### src/rtl/imem_loader_if.sv
// Byte-stream and instruction-memory write bus shared by the boot loader and its host.
// The host side drives the byte stream; the loader side drives the memory write port.
interface imem_loader_if;
    logic [7:0]  rx_data;
    logic        rx_valid;
    logic        rx_ready;
    logic        mem_we;
    logic [31:0] mem_addr;
    logic [31:0] mem_wdata;

    modport master (
        output rx_data,
        output rx_valid,
        input  rx_ready,
        input  mem_we,
        input  mem_addr,
        input  mem_wdata
    );

    modport slave (
        input  rx_data,
        input  rx_valid,
        output rx_ready,
        output mem_we,
        output mem_addr,
        output mem_wdata
    );
endinterface

### src/rtl/imem_loader.sv
// Boot loader: assembles a length-prefixed little-endian byte stream into 32-bit words
// and writes them into instruction memory, holding the CPU in reset until a good image lands.
module imem_loader #(
    parameter logic [31:0] BASE_ADDR   = 32'h0000_0000,
    parameter int unsigned DEPTH_WORDS = 256
) (
    input  logic           clk,
    input  logic           rst,
    input  logic           start,
    imem_loader_if.slave   bus,
    output logic           busy,
    output logic           done,
    output logic           error,
    output logic           hold_cpu
);

    typedef enum logic [2:0] {IDLE, LEN, DATA, WRITE, DONE} state_t;

    localparam logic [31:0] DEPTH_LIMIT = 32'(DEPTH_WORDS);

    state_t      state;
    state_t      next_state;
    logic [1:0]  byte_cnt;
    logic [31:0] shift_word;
    logic [31:0] word_count;
    logic [31:0] word_index;
    logic [31:0] index_next;
    logic [31:0] assembled;
    logic [31:0] addr_q;
    logic [31:0] wdata_q;
    logic        done_q;
    logic        error_q;
    logic        accept;
    logic        last_byte;
    logic        restart;

    assign bus.rx_ready  = (state == LEN) || (state == DATA);
    assign bus.mem_we    = (state == WRITE);
    assign bus.mem_addr  = addr_q;
    assign bus.mem_wdata = wdata_q;
    assign busy          = (state == LEN) || (state == DATA) || (state == WRITE);
    assign done          = done_q;
    assign error         = error_q;
    assign hold_cpu      = !(done_q && !error_q);

    // Bytes shift in from the top so the first byte ends up in bits [7:0].
    assign accept     = bus.rx_ready && bus.rx_valid;
    assign last_byte  = accept && (byte_cnt == 2'd3);
    assign assembled  = {bus.rx_data, shift_word[31:8]};
    assign index_next = word_index + 32'd1;
    assign restart    = ((state == IDLE) || (state == DONE)) && start;

    always_ff @(posedge clk or posedge rst) begin
        if (rst) begin
            state <= IDLE;
        end else begin
            state <= next_state;
        end
    end

    always_comb begin
        next_state = state;
        case (state)
            IDLE:  if (start) next_state = LEN;
            LEN: begin
                if (last_byte) begin
                    if ((assembled == 32'd0) || (assembled > DEPTH_LIMIT)) begin
                        next_state = DONE;
                    end else begin
                        next_state = DATA;
                    end
                end
            end
            DATA:  if (last_byte) next_state = WRITE;
            WRITE: next_state = (index_next == word_count) ? DONE : DATA;
            DONE:  if (start) next_state = LEN;
            default: next_state = IDLE;
        endcase
    end

    // Address and data are captured as the word completes so they are stable for the whole WRITE cycle.
    always_ff @(posedge clk or posedge rst) begin
        if (rst) begin
            byte_cnt   <= 2'd0;
            shift_word <= 32'd0;
            word_count <= 32'd0;
            word_index <= 32'd0;
            addr_q     <= BASE_ADDR;
            wdata_q    <= 32'd0;
            done_q     <= 1'b0;
            error_q    <= 1'b0;
        end else begin
            if (restart) begin
                byte_cnt <= 2'd0;
                done_q   <= 1'b0;
                error_q  <= 1'b0;
            end
            if (accept) begin
                shift_word <= assembled;
                byte_cnt   <= byte_cnt + 2'd1;
            end
            if ((state == LEN) && last_byte) begin
                word_count <= assembled;
                word_index <= 32'd0;
                if (assembled == 32'd0) begin
                    done_q <= 1'b1;
                end else if (assembled > DEPTH_LIMIT) begin
                    done_q  <= 1'b1;
                    error_q <= 1'b1;
                end
            end
            if ((state == DATA) && last_byte) begin
                addr_q  <= BASE_ADDR + (word_index << 2);
                wdata_q <= assembled;
            end
            if (state == WRITE) begin
                word_index <= index_next;
                if (index_next == word_count) begin
                    done_q <= 1'b1;
                end
            end
        end
    end

endmodule

### src/flat_wrapper.sv
// flat-port wrapper written by rule: the top's interface ports become plain ports
module imem_loader_flat 
#(
    parameter logic [31:0] BASE_ADDR   = 32'h0000_0000,
    parameter int unsigned DEPTH_WORDS = 256
)
  (clk, rst, start, busy, done, error, hold_cpu, bus_rx_data, bus_rx_valid, bus_rx_ready, bus_mem_we, bus_mem_addr, bus_mem_wdata);
  imem_loader_if bus_i ();
  input  logic clk;
  input  logic rst;
  input  logic start;
  output logic busy;
  output logic done;
  output logic error;
  output logic hold_cpu;
  input wire logic [$bits(bus_i.rx_data)-1:0] bus_rx_data;
  input wire logic [$bits(bus_i.rx_valid)-1:0] bus_rx_valid;
  output wire logic [$bits(bus_i.rx_ready)-1:0] bus_rx_ready;
  output wire logic [$bits(bus_i.mem_we)-1:0] bus_mem_we;
  output wire logic [$bits(bus_i.mem_addr)-1:0] bus_mem_addr;
  output wire logic [$bits(bus_i.mem_wdata)-1:0] bus_mem_wdata;
  assign bus_i.rx_data = bus_rx_data;
  assign bus_i.rx_valid = bus_rx_valid;
  assign bus_rx_ready = bus_i.rx_ready;
  assign bus_mem_we = bus_i.mem_we;
  assign bus_mem_addr = bus_i.mem_addr;
  assign bus_mem_wdata = bus_i.mem_wdata;
  imem_loader #(.BASE_ADDR(BASE_ADDR), .DEPTH_WORDS(DEPTH_WORDS)) u_core (.clk(clk), .rst(rst), .start(start), .bus(bus_i), .busy(busy), .done(done), .error(error), .hold_cpu(hold_cpu));
endmodule
### config.mk
export PLATFORM = sky130hd
export DESIGN_NAME = imem_loader_flat
export DESIGN_NICKNAME = d
export VERILOG_FILES = /design/src/rtl/imem_loader_if.sv /design/src/rtl/imem_loader.sv /design/src/flat_wrapper.sv
export SDC_FILE = /design/constraint.sdc
export NUM_CORES = 1
export LEC_CHECK = 0
export BUFFER_PORTS_ARGS = -buffer_cell sky130_fd_sc_hd__buf_2
export CAP_MARGIN = 15
export CORE_ASPECT_RATIO = 1.4
export CORE_MARGIN = 2
export CORE_UTILIZATION = 45
export CTS_BUF_LIST = sky130_fd_sc_hd__clkbuf_8
export DETAILED_ROUTE_END_ITERATION = 16
export GPL_TIMING_DRIVEN = 0
export SYNTH_ARGS = -nofsm -noshare
export SYNTH_HDL_FRONTEND = slang
export SYNTH_SLANG_ARGS = --single-unit
export TNS_END_PERCENT = 100
### constraint.sdc
create_clock -name clk -period 5.1 [get_ports clk]
set_clock_uncertainty 0.15 [all_clocks]
set_input_delay 0 -clock clk [delete_from_list [all_inputs] [get_ports clk]]
set_output_delay 0 -clock clk [all_outputs]
set_load 0.01 [all_outputs]
# Word-level counts from Yosys, hierarchy flattened
# Cells that the tools add are included.
# word_totals
register_bits	165
in_bits	12
out_inout_bits	70
elab_cells	59
# op_classes
n_addsub	2
n_lt_le_gt_ge	1
n_eq_ne	9
n_mux	20
n_reduce_logical	18
# op_table
op	n
32-bit two-way mux	2
32-bit by 1-bit adder with 32-bit output (second input constant)	1
32-bit equality test	1
32-bit by 9-bit > comparator with 1-bit output (second input constant)	1
32-bit logical NOT	1
3-bit two-way mux	5
3-bit case mux with 4 select lines	1
1-bit two-way mux	10
3-bit by 2-bit equality test with 1-bit output (second input constant)	2
1-bit logical AND	6
2-bit by 1-bit inequality test with 1-bit output (second input constant)	3
1-bit logical OR	4
2-bit two-way mux	2
2-bit nonzero test	2
3-bit by 1-bit equality test with 1-bit output (second input constant)	1
3-bit equality test (second input constant)	1
3-bit logical NOT	1
3-bit AND reduction	1
2-bit by 1-bit adder with 2-bit output (second input constant)	1
2-bit equality test (second input constant)	1
1-bit logical NOT	2
2-bit OR reduction	1

# Depth between registers and ports, before layout
# logic_depth
depth_word	9
mapped_depth	10

# Least setup slack after synthesis
# OpenSTA, ideal clock, no wires.
# synth_timing
path_type	reg2reg
start	register u_core.word_index[5]
end	register u_core.state[1]
setup_time_ps	119
t_arrival_ps	2592
required_time_ps	4831
slack_ps	2240
path_stages_with_launch	11
path_buffers	2
cell_sequence	dfrtp_1 buf_4 nand3_2 or4_1 buf_2 nor4_1 mux2i_1 nand4_1 nor4_1 nand3_1 o21a_1
# synth_between
elab_chain_len	4
# synth_rtl
item	line	source
start: declaration	imem_loader.sv:26	logic [31:0] word_index;
start signal: assignment	imem_loader.sv:117	word_index <= index_next;
32-bit by 1-bit adder with 32-bit output	imem_loader.sv:50	assign index_next = word_index + 32'd1;
32-bit equality test	imem_loader.sv:75	WRITE: next_state = (index_next == word_count) ? DONE : DATA;
3-bit two-way mux	imem_loader.sv:75	
3-bit case mux with 4 select lines	imem_loader.sv:63	case (state)
end signal: assignment	imem_loader.sv:57	state <= next_state;
end: declaration	imem_loader.sv:21	state_t state;
# No other way between the ends.
# A chain may end at the register's enable or synchronous reset.

# Final worst setup path
# layout_timing
start	register u_core.word_index[0]
end	register u_core.done_q (netlist: u_core.done)
# layout_between
elab_chain_len	4
# layout_rtl
item	line	source
32-bit by 1-bit adder with 32-bit output	imem_loader.sv:50	
32-bit equality test	imem_loader.sv:118	if (index_next == word_count) begin
1-bit two-way mux	imem_loader.sv:118	
1-bit two-way mux	imem_loader.sv:116	if (state == WRITE) begin
end signal: assignment	imem_loader.sv:106	done_q <= 1'b1;
end signal: assignment	imem_loader.sv:108	done_q <= 1'b1;
end signal: assignment	imem_loader.sv:119	done_q <= 1'b1;
end: declaration	imem_loader.sv:31	logic done_q;
# No other way between the ends.

==> results.py <==
metrics = {
    "routing": {
        "final_antenna_net_count": 0,
        "maxUsedRoutingLayer": "met4",
        "wl_met1_um": 7830,
        "first_pass_iters": 10,
        "wl_met2_um": 8870,
        "num_vias": 5508,
        "wl_per_cell_um": 18.3,
        "wl_um": 18000,
        "drc_errors": 5,
        "dr.first_iter.drc_count": 306,
        "vias_per_cell": 5.59,
        "route.met3.wl_um": 855,
    },
    "global_route": {
        "grt_usage_pct": 21.6,
        "grt_pass1_vias": 5493,
        "antenna_found_initial": 0,
        "grt_max_degree": 93,
        "grt_overflow": 0,
        "grt_pass1_wl_um": 29800,
    },
    "timing": {
        "setup_viol": 0,
        "hold_viol": 0,
        "fmax_mhz": 260,
        "slew_headroom_pct": 30.8,
        "final.min_clock_period_ps": 3850,
        "worst_pin_slew_ps": 1030,
        "rsz0062_at_grt": "no",
        "finalWorstSetupSlack_ps": 1250,
        "drv_slew": 0,
        "layout_worst_path_cycle_share_pct": 75.5,
    },
    "clock_network": {
        "clockBufferDepth": 2,
        "htree_num_levels": 4,
        "cts_tree": "built",
        "clock-sinks": 157,
        "clk_pin_slew_ps": 80,
        "cts_root_buf": "clkbuf_8",
        "clkLatencyLatePin_ps": 460,
        "cts_buffers": 17,
    },
    "worst_setup_path": {
        "reg2reg_from": "u_core.word_index[0]$_DFFE_PP0P_",
        "r2r-end": "u_core.done$_DFF_PP0_",
        "arrival_ps": 4080,
        "crit_type": "register to register",
        "cpPeakStageDelay_ps": 700,
        "r2r_slack_ps": 1250,
        "endpoint_kind": "register",
        "crit_chain": "ha_1 > nand4_2 > nor4_1 > clkbuf_1 > nand3_1 > xnor2_1 > nand4_1 > nor4_1 > nand4_1 > nand2_1",
        "r2r_cells": 10,
        "critPathRequiredTime_ps": 5330,
        "cp-start-kind": "register",
        "cpMaxStageDelayCell": "nor4_1",
        "crit_path_max_fanout": 10,
        "cp-startpoint": "u_core.word_index[0]$_DFFE_PP0P_",
    },
    "status": {
        "status": "finished with violations",
        "violations": "DRC",
    },
    "die": {
        "initial_core_util_pct": 46.0,
        "row_count": 55,
        "dieHeight_um": 157,
        "core_area_um2": 16200,
        "io_pins": 82,
        "dieWidth_um": 113,
        "die-area_um2": 17700,
    },
    "cells_and_area": {
        "antenna_cells": 0,
        "fill_cells": 1457,
        "design_area_um2": 8650,
        "nNetsFinal": 787,
        "area_growth_pct": 15.7,
        "drive_above_1_share_pct": 32.7,
    },
    "power_and_ir_drop": {
        "peakVddDrop_mv": 0.256,
        "p_per_area_nw_per_um2": 477,
        "leakage_nw": 3.99,
    },
    "logic_synthesis": {
        "syn-cell-area_um2": 7480,
        "postSynth.topFlopCell": "dfrtp_1",
        "avgSynthCellArea_um2": 11.3,
        "yosysSeqAreaShare_pct": 52.5,
        "synth_warnings": 0,
        "ys_ff_latch": 157,
        "ys_async_sr_fraction_pct": 100,
        "yosysUniqueCellTypes": 51,
        "syn_inst": 660,
        "synth_edf_count": 0,
    },
    "place": {
        "place_congestion": 0.891,
        "dpl_cell_area_um2": 8180,
        "place_ws_ps": 1290,
        "port_buffers": 79,
        "hpwlAfterDp_um": 13000,
    },
    "hold_path": {
        "hp-class": "input port to asynchronous set/reset pin",
    },
    "flow_run": {
        "maxCapViolations": 0,
    },
}
sequential cells by signal, summed over array words and instances (netlist names):
name and cells:
u_core.bus.mem_wdata 32, u_core.shift_word 24, u_core.word_index 32, u_core.error 1
u_core.bus.mem_addr 30, u_core.byte_cnt 2, u_core.done 1, u_core.word_count 32
u_core.state 3
cell families after synthesis:
group                      Yosys count  share of synthesized area (%)
AOI/OAI and AO/OA                  109                           8.67
xor gates and xnor gates            42                           4.92
adders and majority gates            2                          0.335
buffers and inverters               53                           3.16
DFF                                157                           52.5
muxes                              122                           18.3
other                                1                         0.0502
and+or+nand+nor                    174                           12.0
cell usage after synthesis, drive strengths merged (16+ instances only):
master | n | area [µm²]
xnor2 | 31 | 272
dfrtp | 157 | 3930
nor2 | 30 | 113
nand3 | 16 | 85.1
buf | 19 | 108
nand2 | 49 | 184
nand4 | 16 | 113
nor4 | 16 | 100
a21oi | 17 | 85.1
o21ai | 51 | 255
clkbuf | 29 | 110
mux2 | 118 | 1330
worst max-delay path, delay by kind of cell (launching register included):
family / cells / cell delay (ps)
buffers and inverters: 1 / 430
adders and majority gates: 1 / 340
and+or+nand+nor: 7 / 2140
xor gates and xnor gates: 1 / 230
DFF: 1 / 510
metrics by stage:
| step | hold WS, ps | power (mW) | TNS (ps) | utilization (%) | std cells |
|---|---|---|---|---|---|
| finish | 37.0 | 4.12 | 0 | 53.3 | 985 |
| global route | 62.2 | 4.40 | 0 | 53.3 | 985 |
| CTS | 23.1 | 4.15 | 0 | 53.3 | 985 |
| detailed placement | -21.4 | 3.28 | 0 | 50.4 | 942 |
| global placement | 137 | 3.22 | -124630 | 50.0 | 939 |
| floorplan | 1.70 | 2.88 | 0 | - | 661 |
worst max path at each step:
stage	endpoint	slack [ps]	depth (start not counted)
after floorplan	u_core.bus.mem_addr[10]$_DFFE_PP0P_	720	1
after global placement	u_core.bus.mem_addr[9]$_DFFE_PP0P_	-810	2
after detailed placement	u_core.state[1]$_DFFE_PP0P_	1290	10
after CTS	u_core.done$_DFF_PP0_	1270	10
after global routing	u_core.state[2]$_DFFE_PP0P_	1080	10
final	u_core.done$_DFF_PP0_	1250	10
routing by layer:
metal	vias to the layer above	track usage, %
met4	0	8.54
met1	2711	28.5
met2	159	35.4
met3	34	3.99
met5	-	0
li1	2604	-
cell usage in the layout, fill, tap and decap left out, types with 9 or more instances in the layout:
cell | Yosys | layout
nand2_1 | 49 | 49
clkbuf_8 | 0 | 18
xor2_1 | 11 | 11
nor3_1 | 10 | 9
dfrtp_1 | 157 | 157
nand3_1 | 15 | 15
mux2_2 | 118 | 118
nor4_1 | 16 | 16
a21oi_1 | 17 | 17
buf_2 | 11 | 91
nand4_1 | 14 | 14
dlygate4sd3_1 | 0 | 11
nor2_1 | 30 | 30
clkbuf_1 | 28 | 28
o31ai_1 | 10 | 10
xnor2_1 | 31 | 31
o21ai_0 | 50 | 50
report_power, final:
| part | internal, mW | total (mW) | switching, mW |
|---|---|---|---|
| Combinational | 0.645 | 1.31 | 0.661 |
| Clock | 0.359 | 0.856 | 0.496 |
| Sequential | 1.58 | 1.96 | 0.381 |
area by class of cell:
| class | instances | area (µm²) | area share (%) |
|---|---|---|---|
| sequential | 157 | 3930 | 45.4 |
| multi-input combinational | 451 | 3320 | 38.4 |
| buffer | 48 | 218 | 2.52 |
| clock buffer | 18 | 248 | 2.86 |
| tap | 199 | 249 | 2.88 |
| inverter | 5 | 23.8 | 0.275 |
| timing repair buffer | 93 | 549 | 6.35 |
| clock inverter | 14 | 113 | 1.30 |
what timing repair did:
action,CTS,global route
gates resized for setup,0,0
hold endpoints to repair,97,0
buffers inserted,0,0
hold buffers,11,0
No activity file was read; power rests on OpenSTA's default activity.
